## src/rtl/reg_busy_decoder.sv

```systemverilog
// Writeback address decoder with a per-register busy scoreboard.
// It handles issue gating, read-hazard flags and detection of writebacks to registers that are not busy.
module reg_busy_decoder #(
  parameter int ADDR_W      = 3,
  parameter int ZERO_REG_EN = 1,
  parameter int ZERO_REG    = 2**ADDR_W-1
) (
  input  logic                  clk,
  input  logic                  rst_n,
  input  logic                  issue_en,
  input  logic [ADDR_W-1:0]     issue_addr,
  output logic                  issue_ready,
  input  logic                  wb_en,
  input  logic [ADDR_W-1:0]     wb_addr,
  output logic [2**ADDR_W-1:0]  wr_sel,
  input  logic [ADDR_W-1:0]     rd_addr_a,
  input  logic [ADDR_W-1:0]     rd_addr_b,
  output logic                  hazard_a,
  output logic                  hazard_b,
  input  logic                  flush,
  output logic [2**ADDR_W-1:0]  busy_vec,
  output logic [ADDR_W:0]       busy_cnt,
  output logic                  wb_err
);

  localparam int NUM_REGS = 2**ADDR_W;
  localparam int CNT_W    = ADDR_W + 1;
  localparam logic [ADDR_W-1:0] ZERO_ADDR = ADDR_W'(ZERO_REG);

  function automatic logic exempt(input logic [ADDR_W-1:0] addr);
    return (ZERO_REG_EN != 0) && (addr == ZERO_ADDR);
  endfunction

  function automatic logic [NUM_REGS-1:0] onehot(input logic [ADDR_W-1:0] addr);
    logic [NUM_REGS-1:0] v;
    v = '0;
    v[addr] = 1'b1;
    return v;
  endfunction

  logic                issue_acc;
  logic                wb_clr;
  logic                same_addr;
  logic                cnt_inc;
  logic                cnt_dec;
  logic                err_nxt;
  logic [NUM_REGS-1:0] busy_nxt;
  logic [CNT_W-1:0]    cnt_nxt;
  logic [NUM_REGS-1:0] sel_nxt;

  // A retiring producer frees its slot in the same cycle, so that register can be reissued immediately.
  assign issue_ready = !busy_vec[issue_addr] || (wb_en && (wb_addr == issue_addr)) || exempt(issue_addr);
  assign issue_acc   = issue_en && issue_ready && !exempt(issue_addr);
  assign wb_clr      = wb_en && !exempt(wb_addr);
  assign same_addr   = issue_acc && wb_clr && (issue_addr == wb_addr);

  assign hazard_a = busy_vec[rd_addr_a] && !(wb_en && (wb_addr == rd_addr_a)) && !exempt(rd_addr_a);
  assign hazard_b = busy_vec[rd_addr_b] && !(wb_en && (wb_addr == rd_addr_b)) && !exempt(rd_addr_b);

  assign sel_nxt = wb_clr ? onehot(wb_addr) : '0;

  always_comb begin
    busy_nxt = busy_vec;
    cnt_inc  = 1'b0;
    cnt_dec  = 1'b0;
    err_nxt  = wb_err;
    if (flush) begin
      busy_nxt = '0;
    end else begin
      // Clear before set so that an issue wins over a writeback to the same register.
      if (wb_clr)    busy_nxt[wb_addr]    = 1'b0;
      if (issue_acc) busy_nxt[issue_addr] = 1'b1;
      cnt_inc = issue_acc && !busy_vec[issue_addr];
      cnt_dec = wb_clr && busy_vec[wb_addr] && !same_addr;
      if (wb_clr && !busy_vec[wb_addr] && !same_addr) err_nxt = 1'b1;
    end
    cnt_nxt = flush ? '0 : busy_cnt + CNT_W'(cnt_inc) - CNT_W'(cnt_dec);
  end

  // Registered outputs: decoded write select and scoreboard state.
  always_ff @(posedge clk or negedge rst_n) begin
    if (!rst_n) begin
      wr_sel   <= '0;
      busy_vec <= '0;
      busy_cnt <= '0;
      wb_err   <= 1'b0;
    end else begin
      wr_sel   <= sel_nxt;
      busy_vec <= busy_nxt;
      busy_cnt <= cnt_nxt;
      wb_err   <= err_nxt;
    end
  end

endmodule

```

## config.mk

```make
export PLATFORM = sky130hd
export DESIGN_NAME = reg_busy_decoder
export DESIGN_NICKNAME = d
export VERILOG_FILES = /design/src/rtl/reg_busy_decoder.sv
export SDC_FILE = /design/constraint.sdc
export NUM_CORES = 1
export LEC_CHECK = 0
export ABC_AREA = 1
export BUFFER_PORTS_ARGS = -buffer_cell sky130_fd_sc_hd__buf_2
export CAP_MARGIN = 30
export CORE_AREA = 2 2 56 58
export DETAILED_ROUTE_END_ITERATION = 10
export DIE_AREA = 0 0 58 60
export PLACE_DENSITY = 0.87
export REMOVE_ABC_BUFFERS = 1
export SKIP_LAST_GASP = 1
export SLEW_MARGIN = 5
export SYNTH_ARGS = -nofsm -noshare
export SYNTH_HDL_FRONTEND = slang
export SYNTH_SLANG_ARGS = --single-unit
```

## constraint.sdc

```tcl
create_clock -name clk -period 2.75 [get_ports clk]
set_input_delay 0.825 -clock clk [delete_from_list [all_inputs] [get_ports clk]]
set_output_delay 0.825 -clock clk [all_outputs]
set_load 0.005 [all_outputs]
```

# ---- Word level (Yosys, flattened, before mapping)
# Cells that the tools add are included.
# W data, S select, Z words.
dict set report totals {
  ff_bits 21
  output_inout_bits 24
  inputBits 17
}
dict set report op_classes {
  eq_ne 8
  add_sub_neg 2
  reduce_logical 31
  muxes 20
  bitwise_logic 4
  order_cmp 6
}
# op count
set op_table {}
lappend op_table {{$mux W8} 5}
lappend op_table {{$logic_and A1 B1 Y1} 19}
lappend op_table {{$lt A3 B4 Y1 const B} 4}
lappend op_table {{$bmux W1 S3} 4}
lappend op_table {{$eq A3 B3 Y1} 4}
lappend op_table {{$eq A3 B3 Y1 const B} 4}
lappend op_table {{$logic_not A1 Y1} 9}
lappend op_table {{$and A8 B8 Y8} 1}
lappend op_table {{$mux W1} 8}
lappend op_table {{$not A8 Y8} 1}
lappend op_table {{$or A8 B8 Y8} 1}
lappend op_table {{$demux W1 S3} 2}
lappend op_table {{$ge A3 B1 Y1 const B} 2}
lappend op_table {{$add A4 B1 Y4} 1}
lappend op_table {{$mux W4} 1}
lappend op_table {{$sub A4 B1 Y4} 1}
lappend op_table {{$logic_or A1 B1 Y1} 2}
lappend op_table {{$reduce_and A2 Y1} 1}
lappend op_table {{$not A1 Y1} 1}

# ---- Longest topological paths before layout
# Gate-level depths: netlist of the first run.
dict set report logic_depth {
  depth_word 14
  ltp_mapped 19
  ltp_nobuf 18
}

# ---- Worst setup path before layout of the first run
# No wires, ideal clock.
dict set report synth_path {
  path_kind {input-to-reg}
  from {input issue_addr[1]}
  to {register busy_cnt[2]}
  arrival_time_ns 2.675
  setup_slack_ns -0.057
  setup_ns 0.132
  path_buffers 1
  path_stages 17
  path_cell_list {buf_6 > nor2_1 > nand2_1 > nor2_1 > nor2_1 > nand2_1 > nor2_2 > nand2_4 > nand3_4 > nand3_2 > inv_2 > ha_1 > inv_1 > ha_1 > fa_1 > xnor2_1 > nor2_1}
}
dict set report synth_between {
  elab_chain_cells 14
  word_cells_on_any_way 22
  classes_between {add/sub: 2; eq/ne: 3; mux: 5; reduce/logical: 12}
}
# item line
set synth_lines {}
lappend synth_lines {{start: declaration} 11} ;# input logic [ADDR_W-1:0] issue_addr,
lappend synth_lines {{$bmux W1 S3} 52} ;# assign issue_ready = !busy_vec[issue_addr] || (wb_en && (wb_addr == issue_addr)) || exempt(issue_addr);
lappend synth_lines {{$mux W1 (implied by the code)} 52}
lappend synth_lines {{$logic_not A1 Y1} 52}
lappend synth_lines {{$logic_or A1 B1 Y1} 52}
lappend synth_lines {{$logic_or A1 B1 Y1 *} 52}
lappend synth_lines {{named net issue_ready} 12} ;# output logic issue_ready,
lappend synth_lines {{$logic_and A1 B1 Y1 * (2 in series)} 53} ;# assign issue_acc = issue_en && issue_ready && !exempt(issue_addr);
lappend synth_lines {{parallel branches: the longest is 5 deep, another holds $add A4 B1 Y4} --}
lappend synth_lines {{$sub A4 B1 Y4 *} 77} ;# cnt_nxt = flush ? '0 : busy_cnt + CNT_W'(cnt_inc) - CNT_W'(cnt_dec);
lappend synth_lines {{$mux W4 *} 77}
lappend synth_lines {{named net cnt_nxt[2]} 48} ;# logic [CNT_W-1:0] cnt_nxt;
lappend synth_lines {{end signal: assignment} 90} ;# busy_cnt <= cnt_nxt;
lappend synth_lines {{end: declaration} 22} ;# output logic [ADDR_W:0] busy_cnt,
# Mark *: on every way through the listed nets, which the timed path passes. The select of a mux whose other input is x is not followed.
# A chain may end at the register's enable or synchronous reset.

# ---- Final worst setup path of the first run
dict set report layout_path {
  from {input issue_addr[0]}
  to {output issue_ready}
}
dict set report layout_between {
  elab_chain_cells 5
  word_cells_on_any_way 8
  classes_between {eq/ne: 2; mux: 2; reduce/logical: 4}
}
# item line
set layout_lines {}
lappend layout_lines {{$bmux W1 S3} 52}
lappend layout_lines {{$mux W1 (implied by the code)} 52}
lappend layout_lines {{$logic_not A1 Y1} 52}
lappend layout_lines {{$logic_or A1 B1 Y1} 52}
lappend layout_lines {{$logic_or A1 B1 Y1 *} 52}
lappend layout_lines {{end: declaration} 12}
# Every way passes the cells marked *; elsewhere a longest branch is shown, timed or not. The select of a mux whose other input is x is not followed.

==> results.sh, run 1 <==
export IMPL_yosys_area_top_type="dfrtp_1"
export IMPL_die_area_mm2=0.00348
export IMPL_top_layer="met4"
export IMPL_worst_path_buf_inv=5
export IMPL_drt_met1_wl_mm=1.51
export IMPL_fin_skew_ns=0.00250
export IMPL_postSynthCellCount=197
export IMPL_cpLargestDelayFamily="buffers and inverters"
export IMPL_insertion_delay_ns=0.30
export IMPL_rsz0062_at_grt="true"
export IMPL_portBuffers=40
export IMPL_pre_cts_ws_ns=-0.210
export IMPL_rows=20
export IMPL_power_density_mw_per_mm2=355
export IMPL_antenna_found_initial=0
export IMPL_syn_to_final_growth_pct=28.8
export IMPL_place_area_mm2=0.00182
export IMPL_gp_congestion=0.921
export IMPL_drive_gt1_frac=0.323
export IMPL_grt_util_all_layers=0.223
export IMPL_cts_buffers=3
export IMPL_holdWs_ns=0.450
export IMPL_drt_wl_total_mm=3.53
export IMPL_n_antenna_cell=0
export IMPL_syn_area_per_cell_um2=7.34
export IMPL_worstSetupPathType="input pin to output pin"
export IMPL_cts_resized=0
export IMPL_cts_tree="done"
export IMPL_crit_path_end_kind="output pin"
export IMPL_synth_seq_cells=21
export IMPL_finalPower_mw=0.661
export IMPL_worstPathArrival_ns=1.85
export IMPL_grt_max_degree=22
export IMPL_crit_cells=10
export IMPL_vdd_drop_max_mv=0.347
export IMPL_path_clk_slew_ns=0.11
export IMPL_fin_area_mm2=0.00186
export IMPL_clk_path_buf_depth=2
export IMPL_path_cells="clkbuf_4 -> inv_2 -> nand3_2 -> inv_2 -> nand2_1 -> nand3_2 -> nor2_2 -> nand2_4 -> buf_4 -> buf_2"
export IMPL_overflow=0
export IMPL_synth_edf_count=0
export IMPL_cpMaxStageDelayCell="clkbuf_4"
export IMPL_avgRoutedWirePerCell_um=12.2
export IMPL_cts_setup_buffers=0
export IMPL_core_area_mm2=0.00290
export IMPL_crit_fanout=10
export IMPL_worst_ep_required_time_ns=1.93
export IMPL_dp_hpwl_mm=2.87
export IMPL_synth_yosys_seq_area_share=0.363
export IMPL_syn_area_mm2=0.00145
export IMPL_start_util=0.498
export IMPL_maxSlewViolCount=0
export IMPL_ctsHoldBuffers=0
export IMPL_synthArstFlopShare=1.00
export IMPL_max_stage_delay_ns=0.18
export IMPL_dr_pass1_iters=4
export IMPL_die_height_um=60
export IMPL_finalCriticalPeriod_ns=2.67
export IMPL_period_share=0.973
export IMPL_setup_violations=0
export IMPL_h_tree_depth=1
export IMPL_cp_start_kind="input pin"
export IMPL_pin_count=41
export IMPL_dp_cells=286
export IMPL_synth_flop_cell="dfrtp_1"
export IMPL_clockRootBuffer="clkbuf_4"
export IMPL_synth_top_area_share=0.363
export IMPL_drc=0
export IMPL_hold_class="input pin to asynchronous set/reset pin"
export IMPL_fmax_mhz=374
export IMPL_p_leak_nw=1.00
export IMPL_grt_pass1_vias=1437
export IMPL_via_per_inst=5.34
export IMPL_finish_cell_count_without_fillers=290
export IMPL_wl_met3_um=216
export IMPL_maxCapViolations=0
export IMPL_vias=1548
export IMPL_die_x_um=58
export IMPL_final_nets=280
export IMPL_reg2regPathDepth=16
export IMPL_dr_wl_met2_mm=1.68
export IMPL_yosys_warnings=0
export IMPL_finalHoldViolCount=0
export IMPL_numClockSinks=21
export IMPL_timing_final_ws_setup_ns=0.0754
export IMPL_status="completed"
export IMPL_synthTopCellsByArea="dfrtp_1 36%, inv_1 7.3%, nand2_1 6.7%"
export IMPL_drtIter0Drc=85
export IMPL_grt_pass1_wl_mm=5.96
export IMPL_yosysUniqueCellTypes=29
export IMPL_drtAntennaViolNets=0
-- routing by layer --
layer | vias to the layer above | GRT usage
met1 | 710 | 0.278
met5 | - | 0
met4 | 0 | 0.0831
met3 | 16 | 0.0433
met2 | 58 | 0.383
li1 | 764 | -
-- cell usage after synthesis, types with 4 or more instances --
library cell / count
a21oi_1: 14
clkbuf_1: 4
dfrtp_1: 21
ha_1: 4
inv_1: 28
inv_2: 4
nand2_1: 26
nand3_1: 18
nand3_2: 4
nor2_1: 26
o21ai_0: 17
o22ai_1: 4
xnor2_1: 5
-- cell usage in the layout, fill, tap and decap left out --
| cell | instances |
|---|---|
| a21o_1 | 1 |
| a21oi_1 | 13 |
| a21oi_2 | 1 |
| buf_2 | 38 |
| buf_4 | 24 |
| clkbuf_4 | 5 |
| clkinv_1 | 1 |
| clkinv_2 | 1 |
| conb_1 | 1 |
| dfrtp_1 | 21 |
| fa_1 | 1 |
| ha_1 | 4 |
| inv_1 | 27 |
| inv_2 | 5 |
| nand2_1 | 26 |
| nand2_4 | 1 |
| nand3_1 | 18 |
| nand3_2 | 4 |
| nand3_4 | 1 |
| nand4_1 | 2 |
| nor2_1 | 25 |
| nor2_2 | 3 |
| nor3_1 | 1 |
| o2111ai_1 | 2 |
| o211a_1 | 2 |
| o21ai_0 | 17 |
| o22ai_1 | 4 |
| o311ai_0 | 2 |
| xnor2_1 | 5 |
| xor2_1 | 1 |
-- metrics by stage --
step / utilization / setup TNS [ns]
global route: 0.642 / -0.0215
CTS: 0.638 / 0
floorplan: - / 0
global placement: 0.628 / -0.343
detailed placement: 0.628 / -0.594
finish: 0.642 / 0
-- sequential cells by signal, summed over array words and instances (netlist names) --
register and cells:
wb_err 1, busy_vec 8, wr_sel 8, busy_cnt 4
-- layout make-up --
class / count / area, um2
clock inverter: 1 / 5.00
tap: 33 / 41.3
timing repair buffer: 64 / 385
fill: 262 / 1040
sequential: 21 / 526
inverter: 33 / 124
clock buffer: 3 / 22.5
multi-input combinational: 135 / 759
-- report_power, final --
group,switching (mW),internal [mW]
logic,0.103,0.0817
clock network,0.0926,0.0543
registers,0.00841,0.321
-- cells by family (layout without fill, tap and decap cells) --
group / Yosys count / after routing / synth area share
AO/OA/AOI/OAI: 42 / 42 / 0.168
XOR/XNOR: 6 / 6 / 0.0363
adder cells (fa/ha/maj): 5 / 5 / 0.0484
buffers and inverters: 41 / 101 / 0.116
flip-flops: 21 / 21 / 0.363
other: 1 / 1 / 0.00259
AND/OR/NAND/NOR: 81 / 81 / 0.266
-- final timing paths --
path	startpoint	endpoint	slack (ns)
max in group asynchronous	rst_n	busy_vec[0]	1.99
min reg2reg	wb_err	wb_err	0.48
min	rst_n	wr_sel[4]	0.45
max reg2reg	busy_vec[6]	busy_cnt[2]	0.46
min in group clk	wb_err	wb_err	0.48
max	issue_addr[0]	issue_ready	0.08
-- worst register-to-register path, cell delays in order (launching register included) --
cell and delay, ns:
dfrtp_1 0.41, inv_1 0.16, nand2_1 0.07, nand2_1 0.05, inv_1 0.04, nand2_1 0.07, nor2_2 0.05, nand2_4 0.09
nand3_4 0.07, nand3_2 0.07, inv_2 0.03, ha_1 0.26, inv_1 0.04, ha_1 0.20, fa_1 0.38, xnor2_1 0.16
nor2_1 0.06
Power figures use the tool's default switching activity.
==> run 2, diff against run 1 <==
--- a/config.mk
+++ b/config.mk
@@ -6,12 +6,12 @@
 export NUM_CORES = 1
 export LEC_CHECK = 0
 export ABC_AREA = 1
-export BUFFER_PORTS_ARGS = -buffer_cell sky130_fd_sc_hd__buf_2
 export CAP_MARGIN = 30
-export CORE_AREA = 2 2 56 58
+export CORE_AREA = 2 2 53 55
 export DETAILED_ROUTE_END_ITERATION = 10
-export DIE_AREA = 0 0 58 60
-export PLACE_DENSITY = 0.87
+export DIE_AREA = 0 0 55 57
+export DONT_BUFFER_PORTS = 1
+export PLACE_DENSITY = 0.81
 export REMOVE_ABC_BUFFERS = 1
 export SKIP_LAST_GASP = 1
 export SLEW_MARGIN = 5
==> results.sh, run 2 (same netlist as run 1, synthesis figures left out) <==
export IMPL_insertion_delay_ns=0.31
export IMPL_overflow=0
export IMPL_worstSetupPathType="input pin to output pin"
export IMPL_max_stage_delay_ns=0.19
export IMPL_final_cell_mix="28 x inv_1, 26 x nand2_1, 26 x nor2_1"
export IMPL_setup_violations=0
export IMPL_grt_max_degree=22
export IMPL_reg2regPathDepth=16
export IMPL_dr_pass1_iters=5
export IMPL_r2r_start="busy_vec[0]"
export IMPL_path_clk_slew_ns=0.12
export IMPL_drtIter0Drc=71
export IMPL_cts_setup_buffers=0
export IMPL_finalSetupTns_ns=0
export IMPL_path_cells="inv_2 -> nor2_1 -> nand3_1 -> nand3_2 -> nor2_2 -> nand2_4 -> buf_4 -> buf_4"
export IMPL_layout_commonest_cell="inv_1"
export IMPL_portBuffers=0
export IMPL_antenna_found_initial=0
export IMPL_crit_top_cell="buf_4"
export IMPL_core_area_mm2=0.00262
export IMPL_dp_cells=223
export IMPL_power_density_mw_per_mm2=402
export IMPL_final_core_util=0.570
export IMPL_cp_start_kind="input pin"
export IMPL_crit_fanout=8
export IMPL_start_util=0.553
export IMPL_crit_start="issue_addr[2]"
export IMPL_syn_to_final_growth_pct=3.11
export IMPL_grt_pass1_vias=1151
export IMPL_pin_count=41
export IMPL_n_antenna_cell=0
export IMPL_cts_buffers=3
export IMPL_r2r_slack_ns=0.41
export IMPL_die_x_um=55
export IMPL_numClockSinks=21
export IMPL_grt_util_all_layers=0.245
export IMPL_final_nets=219
export IMPL_ctsHoldBuffers=0
export IMPL_die_height_um=57
export IMPL_cts_resized=0
export IMPL_status="completed"
export IMPL_maxCapViolations=0
export IMPL_finish_cell_count_without_fillers=227
export IMPL_drt_wl_total_mm=3.45
export IMPL_nFillCells=253
export IMPL_vias=1347
export IMPL_period_share=0.921
export IMPL_clk_path_buf_depth=2
export IMPL_avgRoutedWirePerCell_um=15.2
export IMPL_vdd_drop_max_mv=0.303
export IMPL_crit_path_end="issue_ready"
export IMPL_drtAntennaViolNets=0
export IMPL_die_area_mm2=0.00314
export IMPL_crit_path_end_kind="output pin"
export IMPL_hold_class="input pin to asynchronous set/reset pin"
export IMPL_clockRootBuffer="clkbuf_4"
export IMPL_finalHoldViolCount=0
export IMPL_cts_tree="done"
export IMPL_drive_gt1_frac=0.0969
export IMPL_rows=19
export IMPL_cpMaxStageDelayCell="nor2_2"
export IMPL_fin_skew_ns=0.00444
export IMPL_drc=0
export IMPL_grt_pass1_wl_mm=5.72
export IMPL_worstPathArrival_ns=1.71
export IMPL_via_per_inst=5.93
export IMPL_worst_ep_required_time_ns=1.93
export IMPL_r2r_end="busy_cnt[2]"
export IMPL_maxSlewViolCount=0
export IMPL_rsz0062_at_grt="false"
export IMPL_gp_congestion=0.935
export IMPL_h_tree_depth=1
export IMPL_dp_hpwl_mm=2.67
export IMPL_finalCriticalPeriod_ns=2.53
export IMPL_fmax_mhz=395
export IMPL_p_leak_nw=0.716
export IMPL_reg_largest_list="busy_vec (8), wr_sel (8), busy_cnt (4)"
## run 2: critical path: cells and delay by family
kind                   cells  cell delay, ns
buffers and inverters      3            0.37
AND/OR/NAND/NOR            5            0.51
## run 2: how the worst min path moves through the flow
stage           start          end  slack [ns]  cells after the start
5_1_grt         rst_n    wr_sel[2]        0.17                      0
4_1_cts         rst_n  busy_vec[1]        0.18                      0
3_3_place_gp   wb_err       wb_err        0.48                      2
6_report        rst_n    wr_sel[6]        0.19                      0
2_1_floorplan  wb_err       wb_err        0.46                      2
3_5_place_dp   wb_err       wb_err        0.48                      2
## run 2: cell type report
type | instances | area [um2] | share of cell area
clock buffers | 3 | 22.5 | 0.0151
inverters | 33 | 124 | 0.0831
repair buffers | 3 | 22.5 | 0.0151
flip-flops and latches | 21 | 526 | 0.352
well taps | 31 | 38.8 | 0.0260
multi-input cells | 135 | 753 | 0.505
clock inverters | 1 | 5.00 | 0.00336
## run 2: per-layer routing
metal  vias up  share of wire  global-route usage
li1        642              -                   -
met5         -              0                   0
met4         0          0.018              0.0523
met3        13           0.11              0.0550
met1       596           0.41               0.370
met2        96           0.46               0.359
## run 2: per-stage QoR
stage          hold slack [ns]  worst slack, ns  area (um2)  total power, mW
2_1_floorplan            0.457           0.0833        1400            0.423
3_3_place_gp             0.481           0.0737        1460            0.445
3_5_place_dp             0.480          0.00192        1460            0.451
4_1_cts                  0.183            0.209        1490            0.601
5_1_grt                  0.166            0.129        1490            0.633
6_report                 0.187            0.218        1490            0.600
## run 2: power breakdown
part | switching [mW] | internal (mW) | leakage, nW
Sequential | 0.0117 | 0.321 | 0.282
Clock | 0.0994 | 0.0544 | 0.0177
Combinational | 0.0660 | 0.0472 | 0.416
